File: config.mk
export PLATFORM = sky130hd
export DESIGN_NAME = fetch_stage
export DESIGN_NICKNAME = d
export VERILOG_FILES = /design/src/rtl/fetch_stage.sv
export SDC_FILE = /design/constraint.sdc
export NUM_CORES = 1
export LEC_CHECK = 0
export CORE_ASPECT_RATIO = 1.1
export CORE_MARGIN = 2
export CORE_UTILIZATION = 48
export DETAILED_ROUTE_END_ITERATION = 8
export DONT_BUFFER_PORTS = 1
export GPL_TIMING_DRIVEN = 0
export HOLD_SLACK_MARGIN = 0.02
export PLACE_DENSITY = 0.66
export SLEW_MARGIN = 20
export SYNTH_ARGS = -nofsm -noshare
export SYNTH_HDL_FRONTEND = slang
export SYNTH_SLANG_ARGS = --single-unit
File: constraint.sdc
create_clock -name clk_i -period 2.7 [get_ports clk_i]
set_input_delay 0.405 -clock clk_i [delete_from_list [all_inputs] [get_ports clk_i]]
set_output_delay 0.405 -clock clk_i [all_outputs]
set_load 0.02 [all_outputs]
File: src/rtl/fetch_stage.sv
// Instruction fetch stage: drives the instruction-memory request, owns the
// program counter and the IF/ID pipeline register, absorbs a returned word
// into a one-entry skid buffer when decode stalls, and handles branch
// redirects, including one that arrives while a request is still outstanding.
module fetch_stage #(
  parameter logic [31:0] RESET_PC = 32'h0000_0000
) (
  input  logic        clk_i,
  input  logic        rst_i,
  input  logic        stall_i,
  input  logic        flush_i,
  input  logic [31:0] branch_target_i,
  output logic        imem_req_o,
  output logic [31:0] imem_addr_o,
  input  logic        imem_ready_i,
  input  logic [31:0] imem_data_i,
  output logic [31:0] pc_o,
  output logic [31:0] instr_o,
  output logic        valid_o
);

  // KILL waits out a request that was outstanding when a redirect arrived.
  typedef enum logic [1:0] {IDLE, FETCH, HOLD, KILL} state_t;

  state_t      state_q, state_d;
  logic        req_q, req_d;
  logic [31:0] pc_q, pc_d;
  logic [31:0] redirect_q, redirect_d;
  logic [31:0] skid_pc_q, skid_pc_d;
  logic [31:0] skid_instr_q, skid_instr_d;
  logic        skid_vld_q, skid_vld_d;
  logic [31:0] ifid_pc_q, ifid_pc_d;
  logic [31:0] ifid_instr_q, ifid_instr_d;
  logic        ifid_vld_q, ifid_vld_d;
  logic [31:0] pc_inc;
  logic [31:0] target_aligned;

  // Redirect targets are forced onto a word boundary.
  function automatic logic [31:0] word_align(input logic [31:0] addr);
    return addr & 32'hFFFF_FFFC;
  endfunction

  assign pc_inc         = pc_q + 32'd4;
  assign target_aligned = word_align(branch_target_i);

  // Next-state, PC, skid buffer and IF/ID register computation.
  always_comb begin
    state_d      = state_q;
    pc_d         = pc_q;
    redirect_d   = redirect_q;
    skid_pc_d    = skid_pc_q;
    skid_instr_d = skid_instr_q;
    skid_vld_d   = skid_vld_q;
    ifid_pc_d    = ifid_pc_q;
    ifid_instr_d = ifid_instr_q;
    ifid_vld_d   = ifid_vld_q;
    case (state_q)
      IDLE: begin
        state_d = FETCH;
        if (flush_i) begin
          ifid_vld_d = 1'b0;
          skid_vld_d = 1'b0;
          pc_d       = target_aligned;
        end
      end
      FETCH: begin
        if (flush_i) begin
          ifid_vld_d = 1'b0;
          skid_vld_d = 1'b0;
          if (imem_ready_i) begin
            pc_d    = target_aligned;
            state_d = FETCH;
          end else begin
            redirect_d = target_aligned;
            state_d    = KILL;
          end
        end else if (imem_ready_i) begin
          pc_d = pc_inc;
          if (stall_i) begin
            skid_pc_d    = pc_q;
            skid_instr_d = imem_data_i;
            skid_vld_d   = 1'b1;
            state_d      = HOLD;
          end else begin
            ifid_pc_d    = pc_q;
            ifid_instr_d = imem_data_i;
            ifid_vld_d   = 1'b1;
          end
        end else if (!stall_i) begin
          // No word this cycle: hand decode a bubble, keep the old payload.
          ifid_vld_d = 1'b0;
        end
      end
      HOLD: begin
        if (flush_i) begin
          ifid_vld_d = 1'b0;
          skid_vld_d = 1'b0;
          pc_d       = target_aligned;
          state_d    = FETCH;
        end else if (!stall_i) begin
          ifid_pc_d    = skid_pc_q;
          ifid_instr_d = skid_instr_q;
          ifid_vld_d   = skid_vld_q;
          skid_vld_d   = 1'b0;
          state_d      = FETCH;
        end
      end
      KILL: begin
        // Returned data is never written to IF/ID here.
        if (flush_i) begin
          ifid_vld_d = 1'b0;
          skid_vld_d = 1'b0;
          if (imem_ready_i) begin
            pc_d    = target_aligned;
            state_d = FETCH;
          end else begin
            redirect_d = target_aligned;
          end
        end else if (imem_ready_i) begin
          pc_d    = redirect_q;
          state_d = FETCH;
        end
      end
      default: state_d = IDLE;
    endcase
    req_d = (state_d == FETCH) || (state_d == KILL);
  end

  // State and datapath registers with synchronous reset.
  always_ff @(posedge clk_i) begin
    if (rst_i) begin
      state_q      <= IDLE;
      req_q        <= 1'b0;
      pc_q         <= RESET_PC;
      redirect_q   <= 32'h0;
      skid_pc_q    <= 32'h0;
      skid_instr_q <= 32'h0;
      skid_vld_q   <= 1'b0;
      ifid_pc_q    <= 32'h0;
      ifid_instr_q <= 32'h0;
      ifid_vld_q   <= 1'b0;
    end else begin
      state_q      <= state_d;
      req_q        <= req_d;
      pc_q         <= pc_d;
      redirect_q   <= redirect_d;
      skid_pc_q    <= skid_pc_d;
      skid_instr_q <= skid_instr_d;
      skid_vld_q   <= skid_vld_d;
      ifid_pc_q    <= ifid_pc_d;
      ifid_instr_q <= ifid_instr_d;
      ifid_vld_q   <= ifid_vld_d;
    end
  end

  assign imem_req_o  = req_q;
  assign imem_addr_o = pc_q;
  assign pc_o        = ifid_pc_q;
  assign instr_o     = ifid_instr_q;
  assign valid_o     = ifid_vld_q;

endmodule
### Word level (Yosys, flattened, before mapping)

Cells that the tools add are included.

* bits in registers: 195
* latch bits: 0
* bits in writable memories: 0
* memory bits (read-only): 0
* input port bits: 69
* output and inout port bits: 98
* logic and storage cells: 82
* memories: 0

* add/subtract/negate cells: 1
* multiply operators: 0
* divide/modulo/power cells: 0
* $lt $le $gt $ge: 0
* equal/unequal tests: 17
* shift-type cells: 0
* multiplexer cells: 40
* bitwise operators: 2
* reductions and logical operators: 12

Operator list (count)
* 2-to-1 mux 32 bit: 16
* one-hot mux 32 bit (2 select lines): 2
* one-hot mux 32 bit (3 select lines): 1
* adder 32 x 3 -> 32 bit, second input constant: 1
* != test 3 bit, second input constant: 5
* 2-to-1 mux 2 bit: 7
* 2-to-1 mux 1 bit: 11
* != test 2 bit, second input constant: 5
* AND reduction 3 bit: 3
* one-hot mux 2 bit (4 select lines): 1
* AND reduction 4 bit: 2
* == test 2 bit, second input constant: 3
* one-hot mux 1 bit (3 select lines): 2
* AND reduction 6 bit: 1
* OR reduction 2 bit: 3
* == test 2 x 1 -> 1 bit, second input constant: 2
* != test 2 x 1 -> 1 bit, second input constant: 2
* logical NOT 2 bit: 1
* inverter 1 bit: 2
* nonzero test 2 bit: 1
* logical OR 1 bit: 1

### Logic depth before layout (Yosys ltp)

Gate-level depths: netlist of the first run.

* depth in word-level cells: 6
* mapped depth: 10
* gate-level depth less buffers: 7

### Worst setup path before layout of the first run

No wires, ideal clock.

* kind: reg2reg
* start point: register pc_q[2] (netlist: imem_addr_o[2])
* end point: register pc_q[26] (netlist: imem_addr_o[26])
* library setup time: 0.132 ns
* arrival: 2.310 ns
* required time: 2.568 ns
* path slack: 0.258 ns
* stages on the path, launching flop included: 8
* path buffers: 1
* period minus slack after synthesis: 2.442 ns
* cells stage by stage: dfxtp_1 -> ha_1 -> nand4_2 -> or4_1 -> clkbuf_1 -> or4_1 -> a21oi_1 -> nor3_1

* word-level cells in the longest chain between the ends: 4

RTL lines
* start, declared: line 27 `logic [31:0] pc_q, pc_d;`
* start signal, assigned: line 145 `pc_q <= pc_d;`
* adder 32 x 3 -> 32 bit: line 43 `assign pc_inc = pc_q + 32'd4;`
* 2-to-1 mux 32 bit: line 77 `end else if (imem_ready_i) begin`
* 2-to-1 mux 32 bit: line 67 `if (flush_i) begin`
* one-hot mux 32 bit (3 select lines): line 57 `case (state_q)`

Every way passes these cells. The select of a mux whose other input is x is not followed.
A chain may end at the register's enable or synchronous reset.

### Final worst setup path of the first run

* start point: register pc_q[4] (netlist: imem_addr_o[4])
* end point: register pc_q[26] (netlist: imem_addr_o[26])

The elaborated chain is that of the path after synthesis.

==> results of run 1 <==
-- cell families after synthesis --
group / Yosys count / synth area share, %
flops: 194 / 40.84
fa+ha+maj: 5 / 0.6579
compound gates: 353 / 24.00
mux: 95 / 10.08
simple gates: 414 / 18.75
xor+xnor: 1 / 0.09212
buf+inv: 128 / 5.579
-- registers in the layout (all words and copies together), names as in the netlist --
register and count:
pc_o 32, valid_o 1, redirect_q 30, skid_vld_q 1
imem_addr_o 32, instr_o 32, skid_pc_q 32, state_q 2
skid_instr_q 32
-- metal layers --
| metal | GRT usage, % | vias up |
|---|---|---|
| met5 | 0 | - |
| met2 | 47.28 | 495 |
| met3 | 7.385 | 99 |
| met1 | 38.09 | 4193 |
| li1 | - | 4302 |
| met4 | 13.57 | 0 |
-- Yosys cell counts, types with 6 or more instances --
cell type / count
o211ai_1: 9
dfxtp_1: 194
nand2_1: 237
nor4_1: 9
mux2i_1: 89
nor2_1: 95
a221o_1: 6
a21oi_1: 131
a221oi_1: 18
a211oi_1: 75
mux2_2: 6
nor2b_1: 6
clkbuf_1: 89
a31oi_1: 8
buf_2: 10
o21ai_0: 44
nor3_1: 11
buf_4: 8
nand3_1: 15
a22oi_1: 10
inv_1: 11
buf_1: 7
-- cell type report --
type                            instances  area [µm²]  share of cell area [%]
Buffer                                113       503.0                   4.799
Clock buffer                           19       452.9                   4.322
Clock inverter                         13       136.4                   1.301
Inverter                               11       41.29                  0.3940
Multi-Input combinational cell        868        5136                   49.01
Sequential cell                       194        3895                   37.17
Tap cell                              252       315.3                   3.009
-- power breakdown --
part | internal [mW] | switching (mW) | total [mW]
registers | 2.98 | 0.252 | 3.23
logic | 0.324 | 0.619 | 0.944
clock network | 1.28 | 1.26 | 2.53
total | 4.58 | 2.13 | 6.71
-- worst reg2reg max path, cell delays in order (launching register included) --
cell and delay [ns]:
dfxtp_1 0.45, buf_2 0.29, nand4_4 0.23, or4_1 0.55, clkbuf_1 0.25, or4_1 0.52
a21oi_1 0.17, nor3_1 0.06
-- cell usage in the layout (no fill, tap or decap), types with 6 or more instances in the layout --
cell / n
a21oi_1: 131
clkbuf_2: 22
a221oi_1: 18
inv_1: 11
mux2i_1: 89
clkbuf_16: 17
nand2_1: 237
nand3_1: 15
nor2_1: 91
buf_2: 13
a211oi_1: 75
nor4_1: 7
clkbuf_1: 66
a22oi_1: 10
buf_4: 8
a31oi_1: 8
o21ai_0: 44
nor2b_1: 6
mux2_2: 6
dfxtp_1: 189
a221o_1: 6
o211ai_1: 9
nor3_1: 10
-- through the flow --
stage / TNS [ns] / total power, mW / area (µm²) / hold slack, ns / utilization [%]
2_1_floorplan: 0 / 3.888 / 9509 / 0.4318 / -
3_3_place_gp: -56.33 / 4.191 / 9824 / 0.4389 / 49.97
4_1_cts: 0 / 6.710 / 10440 / 0.07488 / 53.12
6_report: 0 / 6.709 / 10480 / 0.08197 / 53.30
3_5_place_dp: -61.12 / 4.198 / 9824 / 0.4430 / 49.97
5_1_grt: 0 / 6.932 / 10480 / 0.07995 / 53.30
-- worst paths after layout --
| kind | slack [ns] | end | cells after the start |
|---|---|---|---|
| worst max-delay path | 0.05 | imem_addr_o[26] | 7 |
| worst min-delay path | 0.08 | redirect_q[28] | 2 |
| worst max register to register | 0.05 | imem_addr_o[26] | 7 |
| worst min register to register | 0.45 | skid_instr_q[9] | 2 |
-- what timing repair did --
action | in CTS | in global routing
resized for setup | 18 | 33
endpoints found under the setup margin | 182 | 134
endpoints found under the hold margin | 0 | 0
pin swaps | 0 | 0
==> flow_summary.ini, run 1 <==
[worst_setup_path]
crit_start = imem_addr_o[4]
reg2reg_from = imem_addr_o[4]
cp_max_fo = 10
path_cells = buf_2 > nand4_4 > or4_1 > clkbuf_1 > or4_1 > a21oi_1 > nor3_1
required_ns = 3.00
cp-end-kind = flip-flop
cp_slowest_stage_delay_ns = 0.55
crit_type = flip-flop to flip-flop
arrival_ns = 2.95
cp-start-kind = flip-flop
cp_top_family = simple AND/OR/NAND/NOR gates
cp_num_buf_inv = 2
crit_top_cell = or4_1
cpMaxStageDelayCell = or4_1

[clock_tree]
cts_buffer_depth = 2
clkLatencyLatePin_ns = 0.44
cts_tree = built
cts.sinks = 194
postCtsHoldBufs = 0
clkSlewWorstSetupHoldPaths_ns = 0.08
cts_setup_buffers = 0
cts_buffers = 17
cts-htree-levels = 4
cts_root_buf = clkbuf_16

[die]
die_w_um = 138.2
die-height_um = 151.6
coreArea_mm2 = 0.01966
rows = 54
io_pins = 167
die_area_mm2 = 0.02095
start_util_pct = 48.36

[drt]
drt_iter0_markers = 924
drtAntennaViolNets = 0
wl_per_cell_um = 21.65
wl_met1_mm = 13.13
route.detailed.drc = 0
vias = 9089
dr_wl_met2_mm = 14.40
wl_mm = 31.83
met3_length_mm = 3.135
vias_per_cell = 6.183
drt_first_pass_iters = 5
top_layer = met4

[worst_hold_path]
min-delay-start = branch_target_i[28]
hold_path.class = primary input to flip-flop

[power_and_ir_drop]
ir_drop_v = 0.0004716
leakagePower_nw = 3.314
power.density_mw_per_mm2 = 640.1

[sta]
rsz0062_at_grt = no
setup_viol = 0
slew_headroom_pct = 46.62
layout_setup_ws_ns = 0.04753
worstMarginPinSlew_ns = 0.8007
drv_slew = 0
post-route-period-util_pct = 98.24
post-route-min-period_ns = 2.652
final_hold_viol_count = 0
fmax_mhz = 377.0
skew_ns = 0.01632

[layout]
area_delta_synth_final_pct = 10.21
diodes = 0
fin_cells = 1470
n_fill_cell = 1897
drive_gt1_share_pct = 8.785
nNetsFinal = 1279

[synthesis]
synth_area_mm2 = 0.009509
synth.distinct_cells = 67
syn-num-nets = 1264
synth_area_leaders = dfxtp_1 41%, mux2i_1 9.4%, nand2_1 9.4%, a21oi_1 6.9%, a211oi_1 5.9%
synth-edff-count = 0
yosys_warnings = 0
ys_ff_latch = 194
synth_top_area_share_pct = 40.84
yosys.area.top_type = dfxtp_1
ys.flop_type = dfxtp_1
synthArstFlopShare_pct = 0
syn_inst = 1190
synth.avg_cell_area_um2 = 7.991
synth_seq_area_share_pct = 40.84

[placement]
dpl_worst_slack_ns = -0.9010
dp.cells = 1442
place.gp.congestion = 0.9773
portBuffers = 0
dp_hpwl_mm = 22.76

[run_status]
outcome = completed

[grt]
overflow = 0
grt_pass1_wl_mm = 48.54
grt_start_max_net_pins = 20
antenna_found_initial = 0
grt_use_total_pct = 29.61
grt_pass1_vias = 8382

[job]
maxCapViolations = 0
No activity file was read; power rests on OpenSTA's default activity.
==> inputs of run 2 (changes only) <==
--- a/config.mk
+++ b/config.mk
@@ -5,13 +5,13 @@
 export SDC_FILE = /design/constraint.sdc
 export NUM_CORES = 1
 export LEC_CHECK = 0
+export ABC_AREA = 1
 export CORE_ASPECT_RATIO = 1.1
 export CORE_MARGIN = 2
 export CORE_UTILIZATION = 48
 export DETAILED_ROUTE_END_ITERATION = 8
 export DONT_BUFFER_PORTS = 1
 export GPL_TIMING_DRIVEN = 0
-export HOLD_SLACK_MARGIN = 0.02
 export PLACE_DENSITY = 0.66
 export SLEW_MARGIN = 20
 export SYNTH_ARGS = -nofsm -noshare
==> run 2 against run 1 <==
  * Via count increased by 3.5%
  * Power increased by 0.56%
  * Die area increased by 0.19%
  * Highest routed layer unchanged
  * Sequential power increased by 3%
  * Final area decreased by 0.53%
  * Combinational power decreased by 9.1%
  * Wire length decreased by 4.9%
  * Critical path type unchanged
  * Worst setup slack improved by 0.26 ns
  * Largest cell class unchanged
  * Critical path depth increased by 3
  * Sequential share of layout area increased by 0.088 points
  * Cell count increased by 14%
  * Register-to-register slack improved by 0.26 ns
==> flow_summary.ini, run 2 <==
[synthesis]
syn_inst = 1392
ys_ff_latch = 194
synthArstFlopShare_pct = 0
synth_seq_area_share_pct = 40.76
yosys.area.top_type = dfxtp_1
synth.avg_cell_area_um2 = 6.845
yosys_warnings = 0
synth_area_mm2 = 0.009528
synth.distinct_cells = 37
ys.flop_type = dfxtp_1
synth_most_common_cell = nand2_1
synth_top_area_share_pct = 40.76
synth-edff-count = 0
syn-num-nets = 1466
synth_area_leaders = dfxtp_1 41%, nand2_1 13%, o21ai_0 11%, a21oi_1 8.1%, nor2_1 5.3%
synthTopCellsByCount = 324 x nand2_1, 206 x o21ai_0, 194 x dfxtp_1

[worst_setup_path]
reg2reg_from = state_q[0]
r2r_setup_slack_ns = 0.31
reg2regPathDepth = 10
cp_max_fo = 10
required_ns = 3.01
crit_type = flip-flop to flip-flop
cp-start-kind = flip-flop
cp-endpoint = imem_addr_o[29]
rr_endpoint = imem_addr_o[29]
cp-end-kind = flip-flop
arrival_ns = 2.70
crit_start = state_q[0]

[clock_tree]
cts-htree-levels = 4
cts_setup_buffers = 0
clkLatencyLatePin_ns = 0.44
cts_root_buf = clkbuf_16
cts_tree = built
postCtsHoldBufs = 0
clkSlewWorstSetupHoldPaths_ns = 0.07
cts_buffers = 17
ctsResizeCount = 0
cts.sinks = 194
cts_buffer_depth = 2

[power_and_ir_drop]
pwr-share-comb_pct = 12.7
leakagePower_nw = 4.022
clockPowerShare_pct = 37.8
p_sw_mw = 2.111
ir_drop_v = 0.0004770
swShare_pct = 31.29
design_power_total_mw = 6.746
seq_power_share_pct = 49.5
power.density_mw_per_mm2 = 647.1
p_int_mw = 4.635

[grt]
grt_start_max_net_pins = 19
overflow = 0
grt_pass1_wl_mm = 47.49
grt_use_total_pct = 28.42
antenna_found_initial = 0
grt_pass1_vias = 8611

[sta]
slew_headroom_pct = 46.52
post-route-min-period_ns = 2.388
fin_tns_setup_ns = 0
final_hold_viol_count = 0
fmax_mhz = 418.8
post-route-period-util_pct = 88.44
rsz0062_at_grt = no
drv_slew = 0
skew_ns = 0.01022
worstMarginPinSlew_ns = 0.8022
setup_viol = 0

[die]
coreArea_mm2 = 0.01966
die-height_um = 151.8
io_pins = 167
rows = 54
die_area_mm2 = 0.02099
start_util_pct = 48.46
die_w_um = 138.3

[placement]
portBuffers = 0
dp_hpwl_mm = 22.89
place.gp.congestion = 0.9340

[run_status]
outcome = completed

[drt]
wl_mm = 30.26
drtAntennaViolNets = 0
drt_first_pass_iters = 5
route.detailed.drc = 0
drt_iter0_markers = 709
vias_per_cell = 5.613
vias = 9408
wl_per_cell_um = 18.06

[layout]
area_delta_synth_final_pct = 9.416
layout_common_cells = 324 x nand2_1, 206 x o21ai_0, 194 x dfxtp_1
drive_gt1_share_pct = 8.848
layout_commonest_cell = nand2_1
diodes = 0
nNetsFinal = 1485

[worst_hold_path]
min_delay_path_depth = 2
hold_path.class = primary input to flip-flop

[job]
maxCapViolations = 0
run 2: changes by cell type in the layout (fill, tap and decap cells not counted), sizes merged, moves of 8 or more:
| cell | before | now |
|---|---|---|
| inv | 17 | 87 |
| nand3 | 15 | 57 |
| a21oi | 132 | 159 |
| a31oi | 8 | 71 |
| a22oi | 10 | 0 |
| o21ai | 44 | 221 |
| nor2 | 95 | 153 |
| a221oi | 18 | 1 |
| nor4 | 9 | 1 |
| mux2i | 89 | 0 |
| nand2 | 237 | 334 |
| buf | 24 | 53 |
| a211oi | 75 | 2 |
| clkbuf | 107 | 64 |
run 2: critical path, stage by stage (launching register included):
cell and delay [ns]:
dfxtp_1 0.57, inv_1 0.14, ha_1 0.23, buf_6 0.14, nor2_8 0.21, clkinv_1 0.27, buf_2 0.26, a21oi_1 0.20
a21oi_1 0.11, nand2_1 0.08, a21oi_1 0.05
run 2: cell type report:
| type | count | area (µm²) |
|---|---|---|
| multi-input combinational | 1018 | 4837 |
| inverter | 81 | 306.5 |
| tap | 252 | 315.3 |
| clock inverter | 14 | 142.6 |
| sequential | 194 | 3884 |
| buffer | 99 | 500.5 |
| clock buffer | 18 | 439.2 |
| fill | 1998 | 9236 |
run 2: worst min path at each step:
stage	startpoint	end	slack, ns
5_1_grt	imem_data_i[5]	skid_instr_q[5]	0.09
6_report	branch_target_i[14]	redirect_q[14]	0.1
4_1_cts	imem_data_i[31]	skid_instr_q[31]	0.09
3_3_place_gp	redirect_q[19]	redirect_q[19]	0.44
2_1_floorplan	skid_vld_q	skid_vld_q	0.42
3_5_place_dp	redirect_q[25]	redirect_q[25]	0.44
run 2: logic make-up after synthesis:
kind of cell,share of synthesized area [%]
adders and majority gates,0.6566
and+or+nand+nor,24.43
AOI/OAI and AO/OA,25.69
buffers and inverters,8.470
DFF,40.76
run 2: power groups by stage:
stage | clock, mW | sequential [mW] | combinational, mW
after global routing | 2.69 | 3.36 | 0.968
after detailed placement | 0 | 3.40 | 0.845
after floorplan | 0 | 3.32 | 0.635
after CTS | 2.57 | 3.33 | 0.849
after global placement | 0 | 3.40 | 0.836
final | 2.55 | 3.34 | 0.858
run 2: metrics by stage:
step | instance area, µm² | hold slack (ns) | instances | setup WS (ns) | utilization, %
3_3_place_gp | 9843 | 0.4359 | 1644 | 0.3405 | 50.06
4_1_cts | 10430 | 0.08884 | 1676 | 0.3271 | 53.02
5_1_grt | 10430 | 0.09010 | 1676 | 0.1278 | 53.02
3_5_place_dp | 9843 | 0.4428 | 1644 | 0.3469 | 50.06
2_1_floorplan | 9528 | 0.4235 | 1392 | 0.7447 | -
6_report | 10430 | 0.09982 | 1676 | 0.3122 | 53.02
run 2: layer usage:
layer | GRT usage, % | share of wire (%) | up-vias
met4 | 10.36 | 2.5 | 0
li1 | - | - | 4711
met3 | 6.788 | 8.2 | 45
met5 | 0 | 0 | -
met2 | 47.08 | 46 | 375
met1 | 36.42 | 43 | 4277
==> inputs of run 3 (changes only) <==
--- a/config.mk
+++ b/config.mk
@@ -6,7 +6,6 @@
 export NUM_CORES = 1
 export LEC_CHECK = 0
 export ABC_AREA = 1
-export CORE_ASPECT_RATIO = 1.1
 export CORE_MARGIN = 2
 export CORE_UTILIZATION = 48
 export DETAILED_ROUTE_END_ITERATION = 8
==> run 3 against run 2 <==
  * Utilization rose by 0.79 points
  * Critical path depth did not move
  * Cell count rose by 0.78%
==> flow_summary.ini, run 3 (synthesis gave the netlist of run 2 again) <==
[run_status]
outcome = completed

[worst_setup_path]
crit_type = flip-flop to flip-flop
required_ns = 3.00
cp_max_fo = 10
reg2reg_from = state_q[0]
cpMaxStageDelayCell = dfxtp_1
crit_top_cell = a21oi_1
crit_start = state_q[0]
r2r_setup_slack_ns = 0.25
cp_num_buf_inv = 4
cp_top_family = buffers and inverters
cp-start-kind = flip-flop
cp_slowest_stage_delay_ns = 0.57
path_cells = inv_1 > ha_1 > buf_6 > nor2_8 > clkinv_1 > buf_2 > a21oi_1 > a21oi_1 > nand2_1 > a21oi_1
cp-end-kind = flip-flop
arrival_ns = 2.75

[job]
maxCapViolations = 0

[layout]
seq_area_mm2 = 0.003884
design_area_mm2 = 0.01047
area_delta_synth_final_pct = 9.928
nNetsFinal = 1485
n_fill_cell = 1962
final_util_pct = 53.82
layout_commonest_cell = nand2_1
diodes = 0
fin_cells = 1689
multi_input_area_mm2 = 0.004837
drive_gt1_share_pct = 8.848
layout_common_cells = 324 x nand2_1, 206 x o21ai_0, 194 x dfxtp_1

[sta]
worstMarginPinSlew_ns = 0.7141
skew_ns = 0.01419
final_hold_viol_count = 0
post-route-period-util_pct = 90.64
drv_slew = 0
slew_headroom_pct = 52.40
fin_tns_setup_ns = 0
post-route-min-period_ns = 2.447
rsz0062_at_grt = no
fmax_mhz = 408.6
setup_viol = 0

[grt]
grt_start_max_net_pins = 21
antenna_found_initial = 1
overflow = 0
grt_pass1_vias = 8778
grt_use_total_pct = 29.51
grt_pass1_wl_mm = 48.24

[power_and_ir_drop]
power.density_mw_per_mm2 = 650.8
ir_drop_v = 0.0004035
leakagePower_nw = 4.036

[placement]
dpl_cell_area_mm2 = 0.009859
dp.cells = 1657
place.gp.congestion = 0.9515
dp_hpwl_mm = 23.03
portBuffers = 0

[clock_tree]
postCtsHoldBufs = 0
clkSlewWorstSetupHoldPaths_ns = 0.08
cts_buffers = 17
cts_buffer_depth = 2
cts_root_buf = clkbuf_16
cts.sinks = 194
ctsResizeCount = 0
cts-htree-levels = 4
clkLatencyLatePin_ns = 0.45
cts_setup_buffers = 0
cts_tree = built

[drt]
drt_first_pass_iters = 6
vias_per_cell = 5.563
drt_iter0_markers = 879
drtAntennaViolNets = 0
vias = 9396
wl_per_cell_um = 18.02
route.detailed.drc = 0
wl_mm = 30.44

[die]
start_util_pct = 48.96
die-height_um = 144.9
die_area_mm2 = 0.02099
io_pins = 167
die_w_um = 144.9
coreArea_mm2 = 0.01946
rows = 51

[worst_hold_path]
hold_path.class = primary input to flip-flop
min-delay-start = imem_data_i[31]
## run 3: changes by cell type in the layout (fill, tap and decap cells not counted)
cell        change
clkinv_4        +3
inv_8           -1
clkinv_8        +4
clkinvlp_4      -2
clkbuf_8        -1
clkinv_2        -2
inv_6           -1
## run 3: final cells by class
cell class / instances / share of cell area (%)
flip-flops and latches: 194 / 37.08
inverters: 81 / 2.927
plain buffers: 99 / 4.778
well taps: 265 / 3.166
clock inverters: 15 / 1.804
clock buffers: 17 / 4.062
multi-input cells: 1018 / 46.18
## run 3: worst paths after layout
check | to | depth (start not counted)
worst max-delay path | imem_addr_o[21] | 10
worst min-delay path | skid_instr_q[31] | 2
worst max register to register | imem_addr_o[21] | 10
worst min register to register | redirect_q[21] | 2
## run 3: where the power goes
part,switching [mW],total (mW),internal (mW),leakage (nW)
registers,0.319,3.34,3.02,1.58
logic,0.574,0.861,0.286,2.16
clock network,1.28,2.62,1.33,0.295
## run 3: metrics by stage
step	worst slack (ns)	total power, mW	hold slack, ns
after floorplan	0.7447	3.954	0.4235
after global placement	0.3495	4.234	0.4375
after detailed placement	0.3372	4.247	0.4434
after CTS	0.3107	6.821	0.06944
after global routing	0.04511	7.082	0.07420
final	0.2528	6.816	0.07952
## run 3: per-layer routing
metal  GRT usage, %  vias to the layer above  routed length, µm
li1               -                     4698                  -
met1          38.44                     4265              12950
met2          47.91                      382              13850
met3          7.075                       51               2936
met4          10.22                        0                712
met5              0                        -                  0
